$ cat src/rtl/leading_bit_counter.sv
// leading_bit_counter
//   Multi-cycle count-leading-zeros / count-leading-ones unit for CLZ/CLO.
//   The operand is scanned from the MSB, STEP bits per cycle. Valid/ready
//   handshakes are used on both sides, and only one operand is in flight.
// Ports
//   clk, rst_n  rising-edge clock, asynchronous active-low reset
//   in_valid    operand offered
//   in_ready    unit idle and able to accept (registered)
//   in_data     WIDTH-bit operand, sampled only on the accept edge
//   in_ones     0 = count leading zeros, 1 = count leading ones
//   flush       synchronous abort of any operation in progress
//   out_valid   result valid, held until out_ready (registered)
//   out_ready   consumer accepts the result
//   out_count   leading-bit count, 0..WIDTH (registered)
//   out_all     out_count == WIDTH (registered)
module leading_bit_counter #(
    parameter int unsigned WIDTH = 32,
    parameter int unsigned STEP  = 4,
    parameter int unsigned CNT_W = $clog2(WIDTH) + 1
) (
    input  logic             clk,
    input  logic             rst_n,
    input  logic             in_valid,
    output logic             in_ready,
    input  logic [WIDTH-1:0] in_data,
    input  logic             in_ones,
    input  logic             flush,
    output logic             out_valid,
    input  logic             out_ready,
    output logic [CNT_W-1:0] out_count,
    output logic             out_all
);

    localparam int unsigned NCHUNK = WIDTH / STEP;
    localparam int unsigned IDX_W  = (NCHUNK > 1) ? $clog2(NCHUNK) : 1;
    localparam logic [IDX_W-1:0] LAST_IDX = IDX_W'(NCHUNK - 1);

    typedef enum logic [1:0] {
        IDLE = 2'd0,
        SCAN = 2'd1,
        DONE = 2'd2
    } state_t;

    state_t           state;
    logic [WIDTH-1:0] sh;
    logic [IDX_W-1:0] idx;
    logic [STEP-1:0]  chunk;
    logic [CNT_W-1:0] chunk_lz;
    logic             chunk_zero;

    // Top STEP bits of the shift register are the chunk under inspection.
    assign chunk      = sh[WIDTH-1 -: STEP];
    assign chunk_zero = (chunk == '0);

    // Priority encoder: leading zeros of the chunk (the highest set bit wins).
    always_comb begin
        chunk_lz = CNT_W'(STEP);
        for (int unsigned i = 0; i < STEP; i++) begin
            if (chunk[i]) begin
                chunk_lz = CNT_W'(STEP - 1 - i);
            end
        end
    end

    // FSM with registered handshake and result outputs.
    // out_valid rises one cycle after entering DONE, so the handshake is only
    // honoured once the consumer has actually seen out_valid high.
    always_ff @(posedge clk or negedge rst_n) begin
        if (!rst_n) begin
            state     <= IDLE;
            in_ready  <= 1'b1;
            out_valid <= 1'b0;
            out_count <= '0;
            out_all   <= 1'b0;
            sh        <= '0;
            idx       <= '0;
        end else begin
            case (state)
                IDLE: begin
                    // flush outranks in_valid: nothing is accepted while flushing
                    if (!flush && in_valid) begin
                        sh        <= in_ones ? ~in_data : in_data;
                        out_count <= '0;
                        out_all   <= 1'b0;
                        idx       <= '0;
                        in_ready  <= 1'b0;
                        state     <= SCAN;
                    end
                end
                SCAN: begin
                    if (flush) begin
                        in_ready <= 1'b1;
                        state    <= IDLE;
                    end else if (!chunk_zero) begin
                        out_count <= out_count + chunk_lz;
                        state     <= DONE;
                    end else if (idx == LAST_IDX) begin
                        out_count <= CNT_W'(WIDTH);
                        out_all   <= 1'b1;
                        state     <= DONE;
                    end else begin
                        out_count <= out_count + CNT_W'(STEP);
                        sh        <= sh << STEP;
                        idx       <= idx + IDX_W'(1);
                    end
                end
                DONE: begin
                    if (flush) begin
                        out_valid <= 1'b0;
                        in_ready  <= 1'b1;
                        state     <= IDLE;
                    end else if (out_valid && out_ready) begin
                        out_valid <= 1'b0;
                        in_ready  <= 1'b1;
                        state     <= IDLE;
                    end else begin
                        out_valid <= 1'b1;
                    end
                end
                default: begin
                    out_valid <= 1'b0;
                    in_ready  <= 1'b1;
                    state     <= IDLE;
                end
            endcase
        end
    end

endmodule

$ cat config.mk
export PLATFORM = sky130hd
export DESIGN_NAME = leading_bit_counter
export DESIGN_NICKNAME = d
export VERILOG_FILES = /design/src/rtl/leading_bit_counter.sv
export SDC_FILE = /design/constraint.sdc
export NUM_CORES = 1
export LEC_CHECK = 0
export ABC_AREA = 0
export CORE_MARGIN = 2
export CORE_UTILIZATION = 48
export CTS_CLUSTER_SIZE = 24
export DETAILED_ROUTE_END_ITERATION = 8
export PLACE_DENSITY = 0.76
export SLEW_MARGIN = 10
export SYNTH_ARGS = -nofsm -noshare
export SYNTH_HDL_FRONTEND = slang
export SYNTH_SLANG_ARGS = --single-unit
$ cat constraint.sdc
create_clock -name clk -period 2.15 [get_ports clk]
set_input_delay 0.5375 -clock clk [delete_from_list [all_inputs] [get_ports clk]]
set_output_delay 0.5375 -clock clk [all_outputs]
set_load 0.005 [all_outputs]
==> summary.txt <==
Status -> finished, final reports clean
DRT antenna net count -> 0
Worst-path fanout max -> 3
Final setup fails -> 0
P per Cell Area -> 1010 nW/um2
Via Count -> 2,007
CP Data Required Time -> 2340 ps
Clk pwr share -> 16.2%
Clk_lat worst skew -> 300 ps
Ratio of cells with drive above 1 in the final layout -> 17.2%
Sw Pwr -> 1.14 mW
Final period util -> 95.0%
Core area -> 5540 um2
Initial drt markers -> 91
Max Slew Vio Count -> 0
Hold WC Path Type -> in -> async
Pre-Repair DR Iteration Count -> 4
Average routed wire per standard cell -> 13.9 um
Sequential share of the synthesized area -> 41.6%
Most instantiated cells after synthesis -> 45 x dfrtp_1, 34 x xnor2_1, 30 x nand2_1, 30 x o21ai_0, 21 x mux2_4
Fmax achieved -> 490 MHz
Slowest stage cell, crit path -> dfrtp_1
Number of distinct library cells after synthesis -> 44
DP HPWL -> 3820 um
DIE WIDTH -> 79.9 um
Mapped cell area -> 2770 um2
Die area -> 6390 um2
Core Util, Final -> 62.4%
Post-synth top flop -> dfrtp_1
Clock slew at reported path FFs -> 90 ps
WL final -> 5360 um
Seq pwr share -> 42.6%
Crit path launch type -> flip-flop
Dpl ws -> -22.2 ps
Setup WS post-layout -> 107 ps
Antenna violations before repair -> 0
Longest Clk Path Bufs -> 2
Post-Syn Instances -> 265
Ant. Diodes -> 0
GR Overflow Total -> 0
First-pass GRT wire length -> 9140 um
Number of port buffers -> 46
Area grow syn2layout -> 24.8%
Share of flip-flops with an asynchronous set or reset -> 100%
Global-route usage over all layers -> 18.1%
Syn avg cell area -> 10.4 um2
CP arrival -> 2240 ps
Post-synthesis cell type with the largest combined area -> dfrtp_1
Nets -> 358
Core Rows -> 27
Hold-fix buffers at CTS -> 0
Combinational power share -> 41.3%
Int Power -> 2.34 mW
CTS root buffer -> clkbuf_8
# DRC -> 0
Initial Util -> 50.0%
Critical path class -> reg -> reg
Post-synth top area share -> 40.7%
Die Ht -> 79.9 um
YS warnings -> 0
Final RePlAce weighted congestion -> 0.788
Switching Share -> 32.7%
# clock sinks -> 46
Flops & latches, synth -> 46
Synth Net Count -> 310
Number of synthesized flops with an enable pin -> 0
Count of final hold-check violations -> 0
Rel. slew slack -> 61.4%
Cell mode on critical path -> inv_1
Post-Route Skew -> 8.87 ps
Vias/cell -> 5.20
R2r setup slk -> 110 ps
# Max-Cap Violations -> 0
Crit. End Element -> flip-flop
Largest net degree at the start of global routing -> 47
H-Tree Depth -> 2
Top Ports -> 47
# fillers -> 484
Most frequent cell after synthesis -> dfrtp_1
Max stage delay on crit path -> 410 ps
CP Cell Sequence -> inv_1 -> a21oi_1 -> nor2_1 -> ha_1 -> inv_1 -> fa_1 -> nor2b_1 -> o21a_1 -> o221ai_1 -> a22o_1
Synth area leaders -> dfrtp_1 41%, mux2_4 11%, xnor2_1 11%
Slew at the pin closest to its max-slew limit -> 579 ps
Post-CTS Setup Bufs -> 0
Max IR drop VDD -> 0.000525 V
Final period demand of the worst path -> 2040 ps
CTS tree -> yes
Vias in the first global route -> 2,022
Leakage -> 1.52 nW
Clock buffer count from CTS -> 5
[cells by family (layout without fill, tap and decap cells)]
family          after synthesis  after routing  share of synthesized area, %
compound gates               64             64                          14.4
simple gates                 56             56                          9.09
flops                        46             46                          41.6
xor+xnor                     35             35                          11.1
mux                          29             29                          14.6
buf+inv                      28             77                          5.74
fa+ha+maj                     7              7                          3.44
[per-layer routing]
metal  GRT usage [%]  up-vias  wire length (um)
met5               0        -                 0
met4            3.56        0                38
met3            3.17        5               175
met2            30.9       43              2600
met1            24.2      953              2550
li1                -     1006                 -
[path summary, 6_finish.rpt]
path / from / to / cells past startpoint
hold reg to reg: sh[1] / sh[1] / 1
setup reg to reg: sh[29] / out_count[4] / 10
max in group asynchronous: rst_n / sh[5] / 2
min in group clk: sh[1] / sh[1] / 1
setup / recovery: sh[29] / out_count[4] / 10
hold / removal: rst_n / out_valid / 2
[metrics by stage]
stage | hold slack [ps] | cells | TNS, ps | power (mW) | instance area (um2)
floorplan | 242 | 265 | 0 | 2.44 | 2770
global placement | 462 | 378 | 0 | 2.84 | 3350
detailed placement | 469 | 378 | -22.2 | 2.91 | 3350
CTS | 339 | 386 | 0 | 3.47 | 3440
global route | 363 | 386 | -8.47 | 3.72 | 3450
finish | 308 | 386 | 0 | 3.48 | 3450
[what timing repair did]
item,CTS,global route
endpoints found under the setup margin,2,2
pin swaps,0,1
gates resized for setup,1,2
[power groups by stage]
stage	Clock, mW	Combinational, mW	Sequential, mW
finish	0.562	1.44	1.48
global route	0.609	1.59	1.52
CTS	0.560	1.44	1.47
detailed placement	0	1.43	1.48
global placement	0	1.37	1.46
floorplan	0	1.03	1.42
[cells in the final DEF, fill, tap and decap left out, types with 2 or more instances in the layout]
cell and instances:
dfrtp_1 45, clkdlybuf4s50_1 44, xnor2_1 34, nand2_1 30, o21ai_0 29, mux2_4 21
buf_4 11, nor2_1 9, a21o_1 8, inv_1 7, a21oi_1 6, mux2_1 6
clkbuf_8 6, nor3_1 5, a22o_1 5, ha_1 5, o21ai_1 3, buf_12 3
nand2b_1 2, nand3_1 2, o21a_1 2, o2111ai_1 2, buf_2 2
[state kept, by name, indices dropped and copies added, names as in the netlist]
name       flops
sh            32
out_count      6
idx            3
state          2
in_ready       1
out_all        1
out_valid      1
[critical path, delay by kind of cell (launching register included)]
family	cells	cell delay [ps]
adders and majority gates	2	580
AOI/OAI and AO/OA	4	540
DFF	1	410
and+or+nand+nor	2	290
buffers and inverters	2	130
[area by class of cell]
type | instances | area (um2) | area share [%]
clock buffer | 7 | 86.3 | 2.50
clock inverter | 1 | 5.00 | 0.145
inverter | 9 | 46.3 | 1.34
multi-input combinational | 191 | 1480 | 42.9
sequential | 46 | 1150 | 33.4
tap | 72 | 90.1 | 2.61
timing repair buffer | 60 | 593 | 17.2
(Power assumes the default switching activity.)
